`src/rtl/wieg_pkg.sv`:
```
// Shared definitions for the cradle rocking controller: state encoding,
// level width and the level-to-swing/level-to-duty mappings.
package wieg_pkg;

  localparam int NIVEAU_W = 3;
  localparam int TELLER_W = 16;
  localparam int PWM_W    = 8;

  typedef enum logic [1:0] {
    UIT    = 2'd0,
    WIEGEN = 2'd1,
    EVAL   = 2'd2,
    STOP   = 2'd3
  } toestand_t;

  function automatic logic [TELLER_W-1:0] half_len_van(
    input logic [NIVEAU_W-1:0] niv,
    input int                  basis,
    input int                  stap
  );
    int l;
    l = basis - int'(niv) * stap;
    return TELLER_W'(l);
  endfunction

  // Duty saturates at full scale so large steps never wrap to a low duty.
  function automatic logic [PWM_W-1:0] duty_van(
    input logic [NIVEAU_W-1:0] niv,
    input int                  dmin,
    input int                  dstap
  );
    int d;
    d = dmin + int'(niv) * dstap;
    if (d > 255) d = 255;
    return PWM_W'(d);
  endfunction

endpackage

```
`src/rtl/pwm_gen.sv`:
```
// Free-running 8-bit PWM: output high while enabled and the counter is below duty.
module pwm_gen
  import wieg_pkg::*;
(
  input  logic             clk,
  input  logic             reset,
  input  logic [PWM_W-1:0] duty,
  input  logic             enable,
  output logic             motor_pwm
);

  logic [PWM_W-1:0] pwm_cnt;

  always_ff @(posedge clk) begin
    if (reset) pwm_cnt <= '0;
    else       pwm_cnt <= pwm_cnt + PWM_W'(1);
  end

  // Combinational gate so dropping enable stops the motor in the same cycle.
  assign motor_pwm = enable && (pwm_cnt < duty);

endmodule

```
`src/rtl/wieg_aansturing.sv`:
```
// Cradle rocking-motor controller: adapts the rocking level from stress trend.
// Optional ZACHTE_START_EN: applied duty ramps from 0 and tracks target by +-1 per swing tick.
module wieg_aansturing
  import wieg_pkg::*;
#(
  parameter int NIVEAUS      = 8,
  parameter int START_NIVEAU = 3,
  parameter int BASIS_HALF   = 40,
  parameter int STAP_HALF    = 4,
  parameter int DUTY_MIN     = 64,
  parameter int DUTY_STAP    = 24,
  parameter int KALM_MAX     = 4
) (
  input  logic                clk,
  input  logic                reset,
  input  logic                tik_zwaai,
  input  logic                tik_eval,
  input  logic                start,
  input  logic                gedaald,
  input  logic                gelijk,
  output logic                motor_pwm,
  output logic                richting,
  output logic [NIVEAU_W-1:0] niveau,
  output logic                actief,
  output logic                klaar
);

  localparam logic [NIVEAU_W-1:0] NIV_MAX   = NIVEAU_W'(NIVEAUS - 1);
  localparam logic [NIVEAU_W-1:0] NIV_START = NIVEAU_W'(START_NIVEAU);
  localparam logic [7:0]          KALM_DOEL = 8'(KALM_MAX);

  if (NIVEAUS < 1 || NIVEAUS > 8) begin : g_chk_niveaus
    $error("wieg_aansturing: NIVEAUS must be in 1..8");
  end
  if (BASIS_HALF <= (NIVEAUS - 1) * STAP_HALF) begin : g_chk_half
    $error("wieg_aansturing: BASIS_HALF must exceed (NIVEAUS-1)*STAP_HALF");
  end

  toestand_t             toestand;
  logic [NIVEAU_W-1:0]   niveau_actief;
  logic [TELLER_W-1:0]   half_cnt;
  logic [TELLER_W-1:0]   half_len;
  logic [7:0]            kalm_cnt;
  logic                  grens;
  logic [NIVEAU_W-1:0]   niv_na;
  logic [7:0]            kalm_na;
  logic [PWM_W-1:0]      duty_doel;
  logic [PWM_W-1:0]      duty;

  assign half_len  = half_len_van(niveau_actief, BASIS_HALF, STAP_HALF);
  assign grens     = tik_zwaai && (half_cnt == half_len - TELLER_W'(1));
  assign duty_doel = duty_van(niveau_actief, DUTY_MIN, DUTY_STAP);

  // Outcome of one evaluation; gedaald wins over gelijk.
  always_comb begin
    niv_na  = niveau;
    kalm_na = kalm_cnt;
    if (gedaald) begin
      niv_na  = (niveau == '0) ? niveau : niveau - NIVEAU_W'(1);
      kalm_na = (kalm_cnt == KALM_DOEL) ? kalm_cnt : kalm_cnt + 8'd1;
    end else if (!gelijk) begin
      niv_na  = (niveau == NIV_MAX) ? niveau : niveau + NIVEAU_W'(1);
      kalm_na = '0;
    end
  end

  always_ff @(posedge clk) begin
    if (reset) begin
      toestand      <= UIT;
      actief        <= 1'b0;
      klaar         <= 1'b0;
      richting      <= 1'b0;
      niveau        <= '0;
      niveau_actief <= '0;
      half_cnt      <= '0;
      kalm_cnt      <= '0;
    end else begin
      klaar <= 1'b0;
      // The swing runs in every non-idle state, EVAL included.
      if (toestand != UIT && tik_zwaai) begin
        if (grens) begin
          half_cnt      <= '0;
          richting      <= ~richting;
          niveau_actief <= niveau;
        end else begin
          half_cnt <= half_cnt + TELLER_W'(1);
        end
      end
      case (toestand)
        UIT: begin
          if (start) begin
            toestand      <= WIEGEN;
            actief        <= 1'b1;
            niveau        <= NIV_START;
            niveau_actief <= NIV_START;
            richting      <= 1'b0;
            half_cnt      <= '0;
            kalm_cnt      <= '0;
          end
        end
        WIEGEN: begin
          if (!start)        toestand <= STOP;
          else if (tik_eval) toestand <= EVAL;
        end
        EVAL: begin
          niveau   <= niv_na;
          kalm_cnt <= kalm_na;
          if (gedaald && kalm_na == KALM_DOEL && niv_na == '0) toestand <= STOP;
          else                                                  toestand <= WIEGEN;
        end
        STOP: begin
          if (grens) begin
            toestand <= UIT;
            actief   <= 1'b0;
            klaar    <= 1'b1;
          end
        end
        default: toestand <= UIT;
      endcase
    end
  end

`ifdef ZACHTE_START_EN
  logic [PWM_W-1:0] duty_zacht;

  always_ff @(posedge clk) begin
    if (reset || toestand == UIT) begin
      duty_zacht <= '0;
    end else if (tik_zwaai) begin
      if (duty_zacht < duty_doel)      duty_zacht <= duty_zacht + PWM_W'(1);
      else if (duty_zacht > duty_doel) duty_zacht <= duty_zacht - PWM_W'(1);
    end
  end

  assign duty = duty_zacht;
`else
  assign duty = duty_doel;
`endif

  pwm_gen u_pwm (
    .clk       (clk),
    .reset     (reset),
    .duty      (duty),
    .enable    (actief),
    .motor_pwm (motor_pwm)
  );

endmodule

```
`config.mk`:
```
export PLATFORM = sky130hd
export DESIGN_NAME = wieg_aansturing
export DESIGN_NICKNAME = d
export VERILOG_FILES = /design/src/rtl/wieg_pkg.sv /design/src/rtl/pwm_gen.sv /design/src/rtl/wieg_aansturing.sv
export SDC_FILE = /design/constraint.sdc
export NUM_CORES = 1
export LEC_CHECK = 0
export CAP_MARGIN = 20
export CORE_MARGIN = 2
export CORE_UTILIZATION = 60
export DETAILED_ROUTE_END_ITERATION = 10
export PLACE_DENSITY = 0.81
export SETUP_SLACK_MARGIN = 0.2
export SLEW_MARGIN = 25
export SYNTH_ARGS = -nofsm -noshare
export SYNTH_HDL_FRONTEND = slang
export SYNTH_SLANG_ARGS = --single-unit
```
`constraint.sdc`:
```
create_clock -name clk -period 7.5 [get_ports clk]
set_clock_uncertainty 0.05 [all_clocks]
set_input_delay 1.5 -clock clk [delete_from_list [all_inputs] [get_ports clk]]
set_output_delay 1.5 -clock clk [all_outputs]
set_load 0.02 [all_outputs]
```
==> Word level (Yosys, flattened, before mapping) <==
Index checks and enable logic that the tools add are counted.
Widths: inputs -> output; s select.
{ "classes": {"bitwise": 2, "mux": 34, "n_reduce_logical": 15, "mul": 1, "eq_ne": 10, "order_cmp": 2, "add_sub_neg": 8} }
{ "op_table": {"columns": ["cell", "n"], "rows": [
  ["$mux 16", 4],
  ["$mux 8", 5],
  ["$mux 3", 9],
  ["$add 16x1->16 const B", 1],
  ["$add 8x1->8 const B", 2],
  ["$eq 16x16->1", 1],
  ["$eq 8x3->1 const B", 2],
  ["$pmux 8 s2", 1],
  ["$mux 2", 5],
  ["$add 7x8->9 const A", 1],
  ["$gt 9x8->1 const B", 1],
  ["$lt 8x8->1", 1],
  ["$pmux 2 s4", 1],
  ["$sub 7x2->8 const B", 1],
  ["$mux 1", 7],
  ["$sub 6x5->7 const A", 1],
  ["$logic_not 3->1", 2],
  ["$pmux 3 s2", 1],
  ["$reduce_and 3->1", 2],
  ["$reduce_bool 2->1", 3],
  ["$logic_and 1x1->1", 5],
  ["$mul 3x2->5 const B", 1],
  ["$eq 2x2->1 const B", 2],
  ["$ne 2x2->1 const B", 2],
  ["10 further kinds", 11]
]} }
{ "totals": {"out_inout_bits": 7, "wordCells": 81, "in_bits": 7, "regBits": 43} }

==> Logic depth before layout (Yosys ltp) <==
{ "logic_depth": {"ltp_word": 8, "depth_mapped": 10, "mapped_depth_nobuf": 10} }

==> Modules after synthesis <==
Synthesis repeated with hierarchy kept, for this count alone.
{ "unflattened": {"cells_unflattened": 347, "hier_area_um2": 2852.7} }
{ "by_module_without_submodules": {"columns": ["module", "n_inst", "area_each_um2", "seq_area_each_um2", "cells_each"], "rows": [
  ["wieg_aansturing", 1, 2364.8, 700.7, 292],
  ["pwm_gen", 1, 488.0, 160.2, 55]
]} }

==> Worst setup path before layout <==
Ideal clock, no wire load.
{ "synth_timing": {"path_type": "reg-to-output", "start": "register niveau_actief[1]", "end": "output motor_pwm", "path_buffers": 0, "required_time_ns": 5.950, "path_slack_ns": 3.446, "stages_incl_launch_ff": 11, "t_arrival_ns": 2.504, "path_cell_list": "dfxtp_1 > ha_1 > inv_1 > fa_1 > xnor2_1 > nand2_1 > ha_1 > o211ai_1 > a21oi_1 > a211o_1 > a41oi_1"} }
{ "synth_between": {"elab_chain_len": 6} }
{ "synth_rtl": {"columns": ["item", "line_no", "source"], "rows": [
  ["from (decl)", "wieg_aansturing.sv:40", "logic [NIVEAU_W-1:0] niveau_actief;"],
  ["from (signal assigned)", "wieg_aansturing.sv:84", "niveau_actief <= niveau;"],
  ["$mul 3x2->5 (*)", "wieg_pkg.sv:33", "d = dmin + int'(niv) * dstap;"],
  ["$add 7x8->9 (*)", "wieg_pkg.sv:33", null],
  ["$gt 9x8->1", "wieg_pkg.sv:34", "if (d > 255) d = 255;"],
  ["$mux 8 (*)", "wieg_pkg.sv:34", null],
  ["$lt 8x8->1 (*)", "pwm_gen.sv:20", "assign motor_pwm = enable && (pwm_cnt < duty);"],
  ["$logic_and 1x1->1 (*)", "pwm_gen.sv:20", null],
  ["to (decl)", "wieg_aansturing.sv:21", "output logic motor_pwm,"]
]} }
Mark *: on every way between the ends. The rest lies on a longest branch, timed or not.

==> Final worst setup path <==
{ "layout_timing": {"start": "register niveau_actief[0]", "end": "output motor_pwm"} }
The elaborated chain is that of the path after synthesis.

==> impl_metrics.json <==
{
  "drc": 0,
  "cp_top_family": "adder cells",
  "avgViaCountPerCell": 5.90,
  "slew_violations": 0,
  "holdBufCountCts": 0,
  "cts_tree": "yes",
  "rsz0062_at_grt": "no",
  "globalRoute.busiestLayer": "met2",
  "final_nets": 372,
  "synth_top_area_share_pct": 31.0,
  "synth-seq-cells": 43,
  "fmax_ghz": 0.199,
  "synthTopCellsByArea": "dfxtp_1 31%, ha_1 9.0%, nor2_1 6.2%",
  "fin_util_pct": 68.7,
  "drt_first_pass_iters": 4,
  "worstPathCellList": "ha_1 > inv_1 > fa_1 > xnor2_1 > nand2_1 > ha_1 > o211ai_1 > a21oi_1 > a211o_1 > a41oi_1 > clkdlybuf4s50_1",
  "dpl_cell_area_um2": 2930,
  "timing.critical_path.from_type": "flop",
  "cpMaxStageDelayCell": "clkdlybuf4s50_1",
  "clock_sinks": 43,
  "syn_avg_cell_area_um2": 8.27,
  "holdCritPathClass": "reg -> reg",
  "path_buf_inv": 2,
  "diodes": 0,
  "post_cts_resized": 0,
  "overflow": 0,
  "relSlewSlack_pct": 32.1,
  "synth-edff-count": 0,
  "cpMostUsedCell": "ha_1",
  "io-pin-count": 14,
  "syn-cell-area_um2": 2780,
  "wirelength_um": 5430,
  "cts_buffer_depth": 2,
  "yosysSeqAreaShare_pct": 31.0,
  "syn_nets": 364,
  "drv_cap": 0,
  "setup_violations": 0,
  "fp.dieW_um": 72.1,
  "globalRouteMet2Util_pct": 40.8,
  "ir_worst_vdd_uv": 106,
  "gp_congestion": 0.860,
  "first_global_vias": 2189,
  "crit_required_ns": 5.95,
  "grt_max_degree": 30,
  "status": "complete, no violations",
  "period_needed_ns": 5.03,
  "p_leak_nw": 1.10,
  "critPathKind": "reg -> out",
  "crit_path_end_kind": "primary output",
  "grt_use_met3_pct": 5.00,
  "antenna_found_initial": 0,
  "final-hold-violation-count": 0,
  "post-route-period-util_pct": 67.1,
  "fp.dieH_um": 72.1,
  "dp_slack_ns": 2.79,
  "fin_tns_setup_ns": 0,
  "design_area_um2": 3030,
  "netlist.top_cell.by_area": "dfxtp_1",
  "ys_warn_count": 0,
  "dp_hpwl_um": 3960,
  "grt_util_all_layers_pct": 23.9,
  "max_stage_delay_ns": 0.63,
  "post_drt_wl_per_cell_um": 13.7,
  "synthArstFlopShare_pct": 0,
  "layout-area-overhead-vs-synth_pct": 9.05,
  "syn_inst": 336,
  "drive_above_1_share_pct": 5.81,
  "fill_cells": 360,
  "grt_pass1_wl_um": 9890,
  "total_power_mw": 0.502,
  "vias": 2338,
  "htree_levels": 2,
  "ant_nets": 0,
  "layout_commonest_cell": "nor2_1",
  "clk_latency_ns": 0.29,
  "ys.flop_type": "dfxtp_1",
  "tightest_slew_ns": 1.02,
  "p_per_area_nw_per_um2": 166,
  "std_cell_rows": 24,
  "die-area_um2": 5190,
  "path_clk_slew_ns": 0.08,
  "synth.distinct_cells": 59,
  "numCtsBuffers": 5,
  "final_cell_mix": "46 x nor2_1, 43 x dfxtp_1, 20 x nand2_1, 20 x ha_1, 18 x nand3_1",
  "grtUsageMet1_pct": 30.8,
  "crit_fanout": 11,
  "initial_core_util_pct": 63.0,
  "core_um2": 4410,
  "io_buffer_count": 13,
  "dr.first_iter.drc_count": 128,
  "arrival_ns": 3.48,
  "cts_setup_buffers": 0,
  "setup_ws_ns": 2.47,
  "root_buffer": "clkbuf_8"
}
-- final timing paths --
path / start / end / slack (ns) / cells after the start
worst min register to register: u_pwm.pwm_cnt[0] / u_pwm.pwm_cnt[0] / 0.42 / 1
worst max register to register: niveau_actief[0] / toestand[1] / 4.64 / 8
worst min-delay path: u_pwm.pwm_cnt[0] / u_pwm.pwm_cnt[0] / 0.42 / 1
worst max-delay path: niveau_actief[0] / motor_pwm / 2.47 / 11
-- report_power, final --
part	total [mW]	internal (mW)	switching, mW
registers	0.243	0.234	0.00919
logic	0.0852	0.0367	0.0485
clock network	0.174	0.0976	0.0762
total	0.502	0.368	0.134
-- flip-flops by register name (all words and copies together), names as in the netlist --
signal and cells:
niveau_actief 3, actief 1, toestand 2, richting 1, half_cnt 16, klaar 1, u_pwm.pwm_cnt 8, kalm_cnt 8
niveau 3
-- metal layers --
layer	part of all wire (%)	wire length, µm	vias up
met3	3.1	169	6
li1	-	-	1208
met2	47	2560	33
met1	49	2640	1091
met5	0	0	-
met4	1.1	59	0
-- worst reg2reg max path, stage by stage, from the launching register on --
cell and delay [ns]:
dfxtp_1 0.50, inv_1 0.14, ha_1 0.41, nor3b_1 0.19
a2111oi_2 0.45, a311oi_4 0.19, a2111oi_2 0.49, a2111oi_2 0.15
a31o_1 0.20
-- Yosys cell counts (all sizes together), types with 4 or more instances --
| master | n |
|---|---|
| nand3 | 18 |
| nor3b | 6 |
| a21oi | 13 |
| and3 | 7 |
| clkbuf | 9 |
| dfxtp | 43 |
| nor3 | 18 |
| nand2 | 21 |
| nor2 | 46 |
| a2111oi | 5 |
| a21o | 4 |
| inv | 13 |
| xor2 | 14 |
| ha | 20 |
| o21ai | 13 |
| buf | 4 |
| xnor2 | 14 |
| nor2b | 12 |
| nand2b | 7 |
-- kinds of logic (layout without fill, tap and decap cells) --
kind of cell / after synthesis / count (layout) / share of synthesized area (%)
mux: 5 / 5 / 2.16
fa+ha+maj: 21 / 21 / 9.72
buf+inv: 26 / 34 / 3.69
flops: 43 / 43 / 31.0
compound gates: 61 / 61 / 16.6
simple gates: 152 / 152 / 27.8
xor+xnor: 28 / 28 / 9.09
-- per-stage QoR --
step	std cells	hold slack, ns
CTS	396	0.421
finish	396	0.415
floorplan	336	0.373
global route	396	0.427
detailed placement	389	0.403
global placement	389	0.391
-- area by class of cell --
class	instances	area (µm²)	area share (%)
Timing Repair Buffer	14	138	4.54
Multi-Input combinational cell	267	1820	59.9
Clock buffer	6	72.6	2.39
Clock inverter	1	30.0	0.991
Sequential cell	43	861	28.4
Tap cell	52	65.1	2.15
Inverter	13	48.8	1.61
Power figures use the tool's default switching activity.
